## src/rtl/preg_free_list_pkg.sv

```systemverilog
// preg_free_list_pkg: physical register file sizing shared by rename-stage blocks.
package preg_free_list_pkg;
  localparam int NUM_PREGS = 64;
  localparam int NUM_AREGS = 32;
  localparam int PREG_W = $clog2(NUM_PREGS);
  localparam int FL_DEPTH = NUM_PREGS - NUM_AREGS;
  typedef logic [PREG_W-1:0] preg_t;
endpackage

```

## src/rtl/fl_ring_buf.sv

```systemverilog
// fl_ring_buf: circular FIFO that comes out of reset full, holding INIT_BASE..INIT_BASE+DEPTH-1.
module fl_ring_buf #(
  parameter int W = 6,
  parameter int DEPTH = 32,
  parameter int INIT_BASE = 0,
  parameter int CNT_W = $clog2(DEPTH) + 1
) (
  input  logic             clk,
  input  logic             rst,
  input  logic             push,
  input  logic             pop,
  input  logic [W-1:0]     din,
  output logic [W-1:0]     dout,
  output logic [CNT_W-1:0] count,
  output logic             empty,
  output logic             full
);
  localparam int AW = $clog2(DEPTH);
  logic [W-1:0] mem [DEPTH];
  logic [AW-1:0] head, tail;
  function automatic logic [AW-1:0] nxt(input logic [AW-1:0] p);
    return (p == AW'(DEPTH - 1)) ? '0 : p + 1'b1;
  endfunction
  assign dout = mem[head];
  assign empty = count == '0;
  assign full = count == CNT_W'(DEPTH);
  always_ff @(posedge clk) begin
    if (rst) begin
      head <= '0;
      tail <= '0;
      count <= CNT_W'(DEPTH);
      for (int i = 0; i < DEPTH; i++) mem[i] <= W'(INIT_BASE + i);
    end else begin
      head <= pop ? nxt(head) : head;
      tail <= push ? nxt(tail) : tail;
      count <= count + CNT_W'(push) - CNT_W'(pop);
      if (push) mem[tail] <= din;
    end
  end
endmodule

```

## src/rtl/preg_free_list.sv

```systemverilog
// preg_free_list: free physical tag allocator for rename; one grant and one release per cycle.
// Define PREG_DOUBLE_FREE_CHECK_EN to reject releases of tags already in the list.
module preg_free_list
  import preg_free_list_pkg::*;
(
  input  logic          clk,
  input  logic          rst,
  input  logic          alloc_req,
  output logic          alloc_gnt,
  output preg_t         alloc_preg,
  input  logic          rel_valid,
  input  preg_t         rel_preg,
  output logic [PREG_W:0] free_count,
  output logic          empty,
  output logic          full,
  output logic          err
);
  logic rel_nz, overflow, dup, push;
  fl_ring_buf #(
    .W(PREG_W),
    .DEPTH(FL_DEPTH),
    .INIT_BASE(NUM_AREGS),
    .CNT_W(PREG_W + 1)
  ) u_ring (
    .clk(clk),
    .rst(rst),
    .push(push),
    .pop(alloc_gnt),
    .din(rel_preg),
    .dout(alloc_preg),
    .count(free_count),
    .empty(empty),
    .full(full)
  );
  assign alloc_gnt = alloc_req & ~empty;
  // p0 is hard-wired to x0 and must never re-enter the pool
  assign rel_nz = rel_valid && rel_preg != '0;
  assign overflow = rel_nz & full & ~alloc_gnt;
  assign push = rel_nz & ~overflow & ~dup;
`ifdef PREG_DOUBLE_FREE_CHECK_EN
  logic [NUM_PREGS-1:0] in_list;
  // a same-cycle grant of the same tag removes it first, so that release is legal
  assign dup = rel_nz && in_list[rel_preg] && !(alloc_gnt && alloc_preg == rel_preg);
  always_ff @(posedge clk) begin
    if (rst) in_list <= {{FL_DEPTH{1'b1}}, {NUM_AREGS{1'b0}}};
    else in_list <= (in_list & ~(alloc_gnt ? NUM_PREGS'(1) << alloc_preg : '0))
                    | (push ? NUM_PREGS'(1) << rel_preg : '0);
  end
`else
  assign dup = 1'b0;
`endif
  always_ff @(posedge clk) begin
    if (rst) err <= 1'b0;
    else err <= err | overflow | dup;
  end
endmodule
```

## config.mk

```make
export PLATFORM = sky130hd
export DESIGN_NAME = preg_free_list
export DESIGN_NICKNAME = d
export VERILOG_FILES = /design/src/rtl/preg_free_list_pkg.sv /design/src/rtl/fl_ring_buf.sv /design/src/rtl/preg_free_list.sv
export SDC_FILE = /design/constraint.sdc
export NUM_CORES = 1
export LEC_CHECK = 0
export CAP_MARGIN = 25
export CORE_UTILIZATION = 50
export DETAILED_ROUTE_END_ITERATION = 10
export PLACE_DENSITY = 0.67
export SETUP_SLACK_MARGIN = 0.05
export SYNTH_ARGS = -nofsm -noshare
export SYNTH_HDL_FRONTEND = slang
export SYNTH_SLANG_ARGS = --single-unit
```

## constraint.sdc

```tcl
create_clock -name clk -period 4.7 [get_ports clk]
set_input_delay 0.47 -clock clk [delete_from_list [all_inputs] [get_ports clk]]
set_output_delay 0.47 -clock clk [all_outputs]
set_load 0.01 [all_outputs]
```

==> metrics.yaml, run 1 <==
finalCritPeriodShare: 0.812
grt_max_degree: 62
start_util: 0.511
worstPathMaxFanout: 28
antenna-diode-count: 0
die_area_mm2: 0.0213
placed_cell_area_mm2: 0.0108
hold_viol_final: 0
synthMuxAreaShare: 0.101
grt_pass1_wl_um: 38700
synth_common_cells: "edfxtp_1 (192), nand2b_1 (81), nor2_1 (70)"
worstPathRequired_ps: 4230
pin_count: 27
dieHeight_um: 146
drive_above_1_share: 0.125
drtIter0Drc: 633
path_class: "reg -> out"
synthXorXnorAreaFrac: 0.00254
sw_frac_of_total: 0.263
tritoncts: "built"
r2r_slack_ps: 1590
cp-start-kind: "flop"
nets: 862
via_count: 6659
numCtsBuffers: 23
synth_fa_ha_area_frac: 0.0225
finalSetupTns_ps: 0
core-area_mm2: 0.0202
power_leakage_nw: 3.55
rows: 52
cts-hold-fix-buffers: 0
fmax_ghz: 0.262
grt_antenna_before_repair: 0
status: "finished clean"
holdCritPathClass: "reg -> reg"
ys_warn_count: 0
yosysSeqAreaShare: 0.602
r2r_start: "u_ring.count[2]"
rsz0062_at_grt: "false"
setup_viol: 0
clock_skew_ps: 8.23
min_period_ps: 3810
end_kind: "primary output"
drv_cap: 0
synth_cell_types: 58
min_to: "err"
r2r-end: "u_ring.count[6]"
port_buffers: 26
detailed_place_hpwl_um: 17600
synthTopCellsByArea: "edfxtp_1 (56%), mux4_2 (5.2%), nand2b_1 (4.9%)"
viasPerCell: 5.95
wire_per_inst_um: 22.4
hold_path_startpoint: "err"
yosys.area.top_type: "edfxtp_1"
die_x_um: 146
cts_root_buffer: "clkbuf_16"
htreeDepth: 1
drt_wl_total_um: 25100
power_switching_w: 0.00124
async_reset_ff_frac: 0
grt_pass1_vias: 6548
ff2ff_path_depth: 14
power_frac_comb: 0.160
syn-cell-area_mm2: 0.0103
cts_num_sinks: 215
p_int_w: 0.00348
slew_viol_final: 0
vdd_drop_max_mv: 0.192
clkPwrFrac: 0.370
cp_data_arrival_time_ps: 3340
gp_congestion: 0.972
hold_slack_ps: 482
clk_latency_ps: 510
cts_post_setup_buffers_inserted: 0
syn_to_final_growth_pct: 11.8
clk_pin_slew_ps: 60
cts_max_path_buffers: 3
synthFlopType: "edfxtp_1"
avgSynthCellArea_um2: 12.5
whs_path_depth: 2
synth_edf_count: 192
grt.overflow.total: 0
worstMarginPinSlew_ps: 1010
power.share.sequential: 0.470
ant_nets: 0
synth_top_area_share: 0.557
ys_ff_latch: 215
synth.net_count: 853
drc: 0
stdcell_area_mm2: 0.0116
maxSlewHeadroom: 0.326
synth.most_common_cell: "edfxtp_1"
firstDrtPassIters: 5
synthCells: 825
synth-simple-area-share: 0.195
synth_compound_area_frac: 0.0446
cts_resized: 0
grt.total_usage: 0.242
synth_top_family_by_area: "simple AND/OR/NAND/NOR gates"
power_density_mw_per_mm2: 409
registers in the layout, summed over array words and instances (netlist names), named ones only:
signal / cells
u_ring.head: 5
u_ring.mem: 192
err: 1
u_ring.tail: 5
u_ring.count: 7
power by group through the flow:
stage	Clock (W)	Sequential, W	Combinational (W)
4_1_cts	0.00176	0.00222	0.000753
5_1_grt	0.00183	0.00223	0.000833
6_report	0.00175	0.00222	0.000756
2_1_floorplan	0	0.00224	0.000517
3_5_place_dp	0	0.00226	0.000750
3_3_place_gp	0	0.00226	0.000723
through the flow:
| stage | cells | power, W | util | worst slack [ps] |
|---|---|---|---|---|
| 3_3_place_gp | 1076 | 0.00298 | 0.532 | 1360 |
| 5_1_grt | 1120 | 0.00490 | 0.571 | 666 |
| 3_5_place_dp | 1079 | 0.00301 | 0.536 | 1360 |
| 2_1_floorplan | 825 | 0.00275 | - | 1680 |
| 6_report | 1120 | 0.00473 | 0.571 | 886 |
| 4_1_cts | 1120 | 0.00474 | 0.571 | 822 |
layout make-up:
cell class / count / area [um2]
Clock buffer: 24 / 579
Fill cell: 1646 / 8670
Sequential cell: 215 / 6230
Multi-Input combinational cell: 534 / 3780
Timing Repair Buffer: 38 / 403
Inverter: 22 / 82.6
Tap cell: 270 / 338
Clock inverter: 17 / 143
critical path: stages, from the launching register on:
cell and delay [ps]:
dfxtp_2 920, mux4_2 640, a22o_1 220, a221oi_1 360
nand3_1 170, clkdlybuf4s50_1 510
routing by layer:
| metal | wire length, um | GRT usage |
|---|---|---|
| met3 | 1740 | 0.0423 |
| met1 | 10400 | 0.323 |
| met5 | 0 | 0 |
| met4 | 962 | 0.100 |
| met2 | 12000 | 0.394 |
cells by family (layout without fill, tap and decap cells):
logic type,Yosys count,in the layout
buffers and inverters,76,101
XOR/XNOR,3,3
adder cells (fa/ha/maj),18,18
multiplexers,74,74
AO/OA/AOI/OAI,66,66
flip-flops,215,215
AND/OR/NAND/NOR,373,373
placed cells by master (no fill, tap or decap), types with 5 or more instances in the layout:
cell type,instances
a22oi_1,12
inv_1,22
a22o_1,6
a221oi_1,6
mux4_2,24
clkinv_2,6
a21oi_1,17
buf_4,9
clkinv_1,5
nor2_1,70
clkbuf_16,23
nand4_1,26
nand3_1,23
nand2_1,67
and3_1,7
nand2b_1,81
nor3_1,9
o21ai_0,6
mux2i_1,50
dfxtp_1,21
ha_1,17
and2_1,32
clkdlybuf4s50_1,26
nor4_2,6
edfxtp_1,192
nor4_1,7
or2_1,6
or2_2,20
worst max-delay path by stage:
stage                    start               to  slack [ps]  cells past startpoint
5_1_grt                   flop    alloc_preg[0]         670                      5
3_5_place_dp              flop    alloc_preg[5]        1360                      5
2_1_floorplan  u_ring.count[2]  u_ring.count[6]        1680                     15
4_1_cts                   flop    alloc_preg[5]         820                      5
6_report                  flop    alloc_preg[4]         890                      5
3_3_place_gp              flop    alloc_preg[5]        1360                      5
Note: power is estimated with default switching activity, not from simulation.
==> run 2: changes to the inputs <==
- clock period: 4.7 -> 3.8 ns (I/O delays scaled with it)
==> metrics.yaml, run 2 (synthesized netlist as in run 1, its figures left out) <==
status: "finished clean"
nets: 869  # +0.81%
pin_count: 27  # unchanged
die_x_um: 146  # unchanged
finalSetupTns_ps: 0  # unchanged
final_cell_mix: "edfxtp_1 (192), nand2b_1 (81), nor2_1 (70)"
tritoncts: "built"
cts_num_sinks: 215  # unchanged
power_density_mw_per_mm2: 494  # +21%
ff2ff_path_depth: 14  # unchanged
power_leakage_nw: 3.53  # -0.56%
drtIter0Drc: 584  # -7.7%
cts_post_setup_buffers_inserted: 0  # unchanged
maxSlewHeadroom: 0.477  # +0.151
slew_viol_final: 0  # unchanged
vdd_drop_max_mv: 0.321  # +67%
grt_antenna_before_repair: 0  # unchanged
mostFrequentLayoutCell: "edfxtp_1"
core-area_mm2: 0.0202  # unchanged
firstDrtPassIters: 5  # unchanged
clk_latency_ps: 510  # about the same
detailed_place_hpwl_um: 17100  # -2.4%
setup_ws_ps: 446  # -440 ps
grt_util_met1: 0.320  # -0.00297
grt_pass1_vias: 6474  # -1.1%
power_switching_w: 0.00151  # +21%
syn_to_final_growth_pct: 11.2
setup_viol: 0  # unchanged
grt.overflow.total: 0  # unchanged
grt_pass1_wl_um: 38100  # -1.6%
power.share.sequential: 0.484  # +0.014
worstPathMaxFanout: 37  # +32%
holdCritPathClass: "reg -> reg"
cp_data_arrival_time_ps: 2970  # -370 ps
dp_worst_setup_slack_ps: 704  # -659 ps
drc: 0  # unchanged
clk_pin_slew_ps: 60  # about the same
crit_path_end: "alloc_preg[2]"
wire_per_inst_um: 22.2  # -1.1%
end_kind: "primary output"
path_class: "reg -> out"
reg.largest.list: "u_ring.mem x192, u_ring.count x7"
rows: 52  # unchanged
port_buffers: 26  # unchanged
grt_util_met2: 0.394  # about the same
hold_viol_final: 0  # unchanged
ant_nets: 0  # unchanged
drv_cap: 0  # unchanged
rsz0062_at_grt: "false"
cp-start-kind: "flop"
r2r-end: "u_ring.count[6]"
cts-hold-fix-buffers: 0  # unchanged
finalCritPeriodShare: 0.883
drive_above_1_share: 0.125  # +0.000294
cts_root_buffer: "clkbuf_16"
grtUsageMet3: 0.0339  # -0.00846
viasPerCell: 5.93  # -0.26%
dieHeight_um: 146  # unchanged
numCtsBuffers: 23  # unchanged
p_int_w: 0.00417  # +20%
r2r_slack_ps: 740  # -850 ps
start_util: 0.511  # unchanged
fmax_ghz: 0.298
gp_congestion: 0.910  # -6.5%
worstPathRequired_ps: 3420  # -810 ps
cts_resized: 0  # unchanged
clock_skew_ps: 9.50  # +1.28 ps
cts_max_path_buffers: 3  # unchanged
worstMarginPinSlew_ps: 783  # -228 ps
grt_max_degree: 38  # -39%
grt.total_usage: 0.238  # -0.00452
antenna-diode-count: 0  # unchanged
htreeDepth: 1  # unchanged
drt_wl_total_um: 25000  # -0.59%
via_count: 6677  # +0.27%
die_area_mm2: 0.0213  # unchanged
power_frac_comb: 0.167  # +0.007
largest_reg_flops: 192  # unchanged
clkPwrFrac: 0.349  # -0.021
regMostFlops: "u_ring.mem"
sw_frac_of_total: 0.266  # +0.00241
r2r_start: "u_ring.count[2]"
min_period_ps: 3350
grt.busiest_layer: "met2"
-- run 2: changes by cell type in the layout (fill, tap and decap cells not counted), sizes merged --
cell    change
clkbuf      +6
clkinv      -4
buf         +7
bufinv      -2
inv         -1
-- run 2: power groups by stage --
stage	clock (W)	sequential, W	combinational (W)
floorplan	0	0.00276	0.000640
global placement	0	0.00279	0.000912
detailed placement	0	0.00280	0.000940
CTS	0.00201	0.00275	0.000945
global route	0.00210	0.00276	0.00102
finish	0.00198	0.00275	0.000949
-- run 2: through the flow --
step | utilization | cells | instance area (um2) | power [W] | hold slack, ps
after global routing | 0.568 | 1126 | 11500 | 0.00589 | 541
final | 0.568 | 1126 | 11500 | 0.00568 | 479
after floorplan | - | 825 | 10300 | 0.00340 | 468
after CTS | 0.568 | 1126 | 11500 | 0.00571 | 493
after global placement | 0.536 | 1086 | 10900 | 0.00370 | 456
after detailed placement | 0.536 | 1086 | 10900 | 0.00374 | 481
-- run 2: critical path, stage by stage (launching register included) --
cell	delay [ps]
dfxtp_4	740
buf_12	330
mux4_2	370
a221oi_1	340
nand3_1	150
clkdlybuf4s50_1	500
-- run 2: worst min path at each step --
stage                           to      startpoint  depth (start not counted)  slack, ps
finish                         err             err                          2        480
global route        u_ring.head[3]  u_ring.head[3]                          2        540
CTS                            err             err                          2        490
detailed placement             err             err                          2        480
global placement               err             err                          2        460
floorplan                     flop  u_ring.head[3]                          2        470
-- run 2: layout make-up --
cell class	count	area (um2)
clock buffers	30	602
clock inverters	10	47.5
fillers	1600	8730
inverters	22	82.6
multi-input cells	534	3780
flip-flops and latches	215	6230
well taps	270	338
repair buffers	45	415
-- run 2: routing by layer --
layer	routed length [um]	share of wire
met1	10500	0.42
met4	774	0.031
met2	12000	0.48
met5	0	0
met3	1690	0.068
==> run 3: changes to the inputs <==
- ABC_AREA: not set -> 1
- MAX_ROUTING_LAYER: not set -> met4
==> metrics.yaml, run 3 <==
status: "finished clean"
drive_above_1_share: 0.0719  # -0.0531
pin_count: 27  # unchanged
drtIter0Drc: 801  # +37%
cts_root_buffer: "clkbuf_16"
dieHeight_um: 147  # +0.71%
min_to: "err"
ff2ff_path_depth: 13  # -1
ys_warn_count: 0  # unchanged
tritoncts: "built"
maxSlewHeadroom: 0.313  # -0.164
drc: 0  # unchanged
ys_ff_latch: 215  # unchanged
final_cell_mix: "nand2_1 (317), nand3_1 (299), edfxtp_1 (192)"
worstPathMaxFanout: 78  # +110%
clk_pin_slew_ps: 60  # about the same
clock_skew_ps: 32.7  # +23.2 ps
drt_wl_total_um: 27200  # +8.8%
critPathSlowestCell: "clkdlybuf4s50_1"
power_density_mw_per_mm2: 557  # +13%
gp_congestion: 0.878  # -3.4%
detailed_place_hpwl_um: 16500  # -3.9%
drv_cap: 0  # unchanged
synth.net_count: 1175  # +38%
vdd_drop_max_mv: 0.387  # +20%
htreeDepth: 1  # unchanged
regMostFlops: "u_ring.mem"
whs_path_depth: 2  # unchanged
min_period_ps: 3300  # -49.6 ps
finalCritPeriodShare: 0.870  # -0.0131
power.share.sequential: 0.421  # -0.063
cp-start-kind: "flop"
grt_antenna_before_repair: 0  # unchanged
finalSetupTns_ps: 0  # unchanged
r2r_slack_ps: 1030  # +290 ps
start_util: 0.514  # +0.00247
design_power_total_w: 0.00652  # +15%
cts_max_path_buffers: 3  # unchanged
numCtsBuffers: 24  # +4.3%
worstMarginPinSlew_ps: 1020  # +242 ps
holdCritPathClass: "reg -> reg"
grt_pass1_vias: 7612  # +18%
final_core_util: 0.573  # +0.00449
die_area_mm2: 0.0216  # +1.4%
grt.overflow.total: 0  # unchanged
grt.total_usage: 0.264  # +0.0262
largest_reg_flops: 192  # unchanged
cts_num_sinks: 215  # unchanged
rows: 52  # unchanged
power_leakage_nw: 4.30  # +22%
r2r_start: "u_ring.count[4]"
viasPerCell: 5.72  # -3.5%
via_count: 8145  # +22%
slew_viol_final: 0  # unchanged
die_x_um: 147  # +0.71%
reg.largest.list: "u_ring.mem x192, u_ring.count x7"
core-area_mm2: 0.0204  # +0.96%
firstDrtPassIters: 6  # +1
cpMostUsedCell: "nand2_1"
wire_per_inst_um: 19.1  # -14%
hold_path_startpoint: "err"
sw_frac_of_total: 0.308  # +0.0425
worstPathRequired_ps: 3420  # about the same
yosysSeqAreaShare: 0.593  # -0.00861
ant_nets: 0  # unchanged
cts_resized: 0  # unchanged
fmax_ghz: 0.303  # +1.5%
synth_edf_count: 192  # unchanged
grt_pass1_wl_um: 41900  # +10%
async_reset_ff_frac: 0  # unchanged
clk_latency_ps: 540  # +30 ps
synth.most_common_cell: "nand2_1"
cp_cell_sequence: "inv_2 -> buf_12 -> nand2_1 -> nand3_1 -> nand3_1 -> nand2_1 -> nand2_1 -> nand2_1 -> nand2_1 -> nand2_1 -> clkdlybuf4s50_1"
synth_top_area_share: 0.549  # -0.00798
cts_post_setup_buffers_inserted: 0  # unchanged
r2r-end: "u_ring.count[4]"
avgSynthCellArea_um2: 9.15  # -27%
path_class: "reg -> out"
clkPwrFrac: 0.355  # +0.006
syn_to_final_growth_pct: 11.6
synth_cell_types: 29  # -50%
nets: 1165  # +34%
synthCells: 1147  # +39%
rsz0062_at_grt: "false"
synthTopCellsByArea: "edfxtp_1 (55%), nand3_1 (14%), nand2_1 (11%)"
grt_max_degree: 97  # +160%
synthFlopType: "edfxtp_1"
p_int_w: 0.00451  # +8.1%
crit_path_max_incr_delay_ps: 550  # -190 ps
yosys.area.top_type: "edfxtp_1"
cts-hold-fix-buffers: 0  # unchanged
synth_common_cells: "nand2_1 (317), nand3_1 (299), edfxtp_1 (192)"
port_buffers: 26  # unchanged
end_kind: "primary output"
power_frac_comb: 0.223  # +0.056
cp_data_arrival_time_ps: 2920  # -50 ps
antenna-diode-count: 0  # unchanged
mostFrequentLayoutCell: "nand2_1"
syn-cell-area_mm2: 0.0105  # +1.5%
setup_viol: 0  # unchanged
power_switching_w: 0.00201  # +33%
hold_viol_final: 0  # unchanged
-- run 3: worst max-delay path by stage --
stage,start,endpoint,slack [ps],depth (start not counted)
after floorplan,u_ring.count[5],u_ring.count[4],1120,14
after global placement,rel_preg[0],u_ring.mem[0][4],1000,8
after detailed placement,rel_preg[0],u_ring.mem[0][5],970,8
after CTS,flop,alloc_preg[3],530,11
after global routing,flop,alloc_preg[4],360,11
final,flop,alloc_preg[0],500,11
-- run 3: routing by layer --
metal  routed length [um]  vias to the layer above  GRT usage
met5                    0                        -          -
met4                  801                        0     0.0964
met3                 2960                       62     0.0559
met2                12300                      408      0.397
met1                11100                     3799      0.353
li1                     -                     3876          -
-- run 3: critical path, delay by kind of cell (launching register included) --
| family | cells | cell delay (ps) |
|---|---|---|
| flip-flops | 1 | 340 |
| buffers and inverters | 3 | 1180 |
| AND/OR/NAND/NOR | 8 | 820 |
-- run 3: final cells by class --
type                       instances  area [um2]
clock buffer                      26         608
clock inverter                    17         178
fill                            1814        8720
inverter                          47         176
multi-input combinational        799        3710
sequential                       215        6230
tap                              270         338
timing repair buffer              50         465
-- run 3: power groups by stage --
stage / Sequential (W) / Clock [W] / Combinational (W)
after floorplan: 0.00279 / 0 / 0.000947
after global placement: 0.00280 / 0 / 0.00143
after detailed placement: 0.00279 / 0 / 0.00144
after CTS: 0.00275 / 0.00233 / 0.00145
after global routing: 0.00276 / 0.00243 / 0.00160
final: 0.00275 / 0.00231 / 0.00146
-- run 3: logic make-up after synthesis --
family / share of synthesized area
fa+ha+maj: 0.0222
compound gates: 0.0128
buf+inv: 0.0529
simple gates: 0.318
flops: 0.593
xor+xnor: 0.000835
-- run 3: metrics by stage --
step	worst slack, ps	hold slack, ps	cell area, um2	std cells
floorplan	1120	483	10500	1147
global placement	1000	461	10900	1381
detailed placement	974	486	10900	1381
CTS	529	500	11700	1424
global route	364	539	11700	1424
finish	495	495	11700	1424
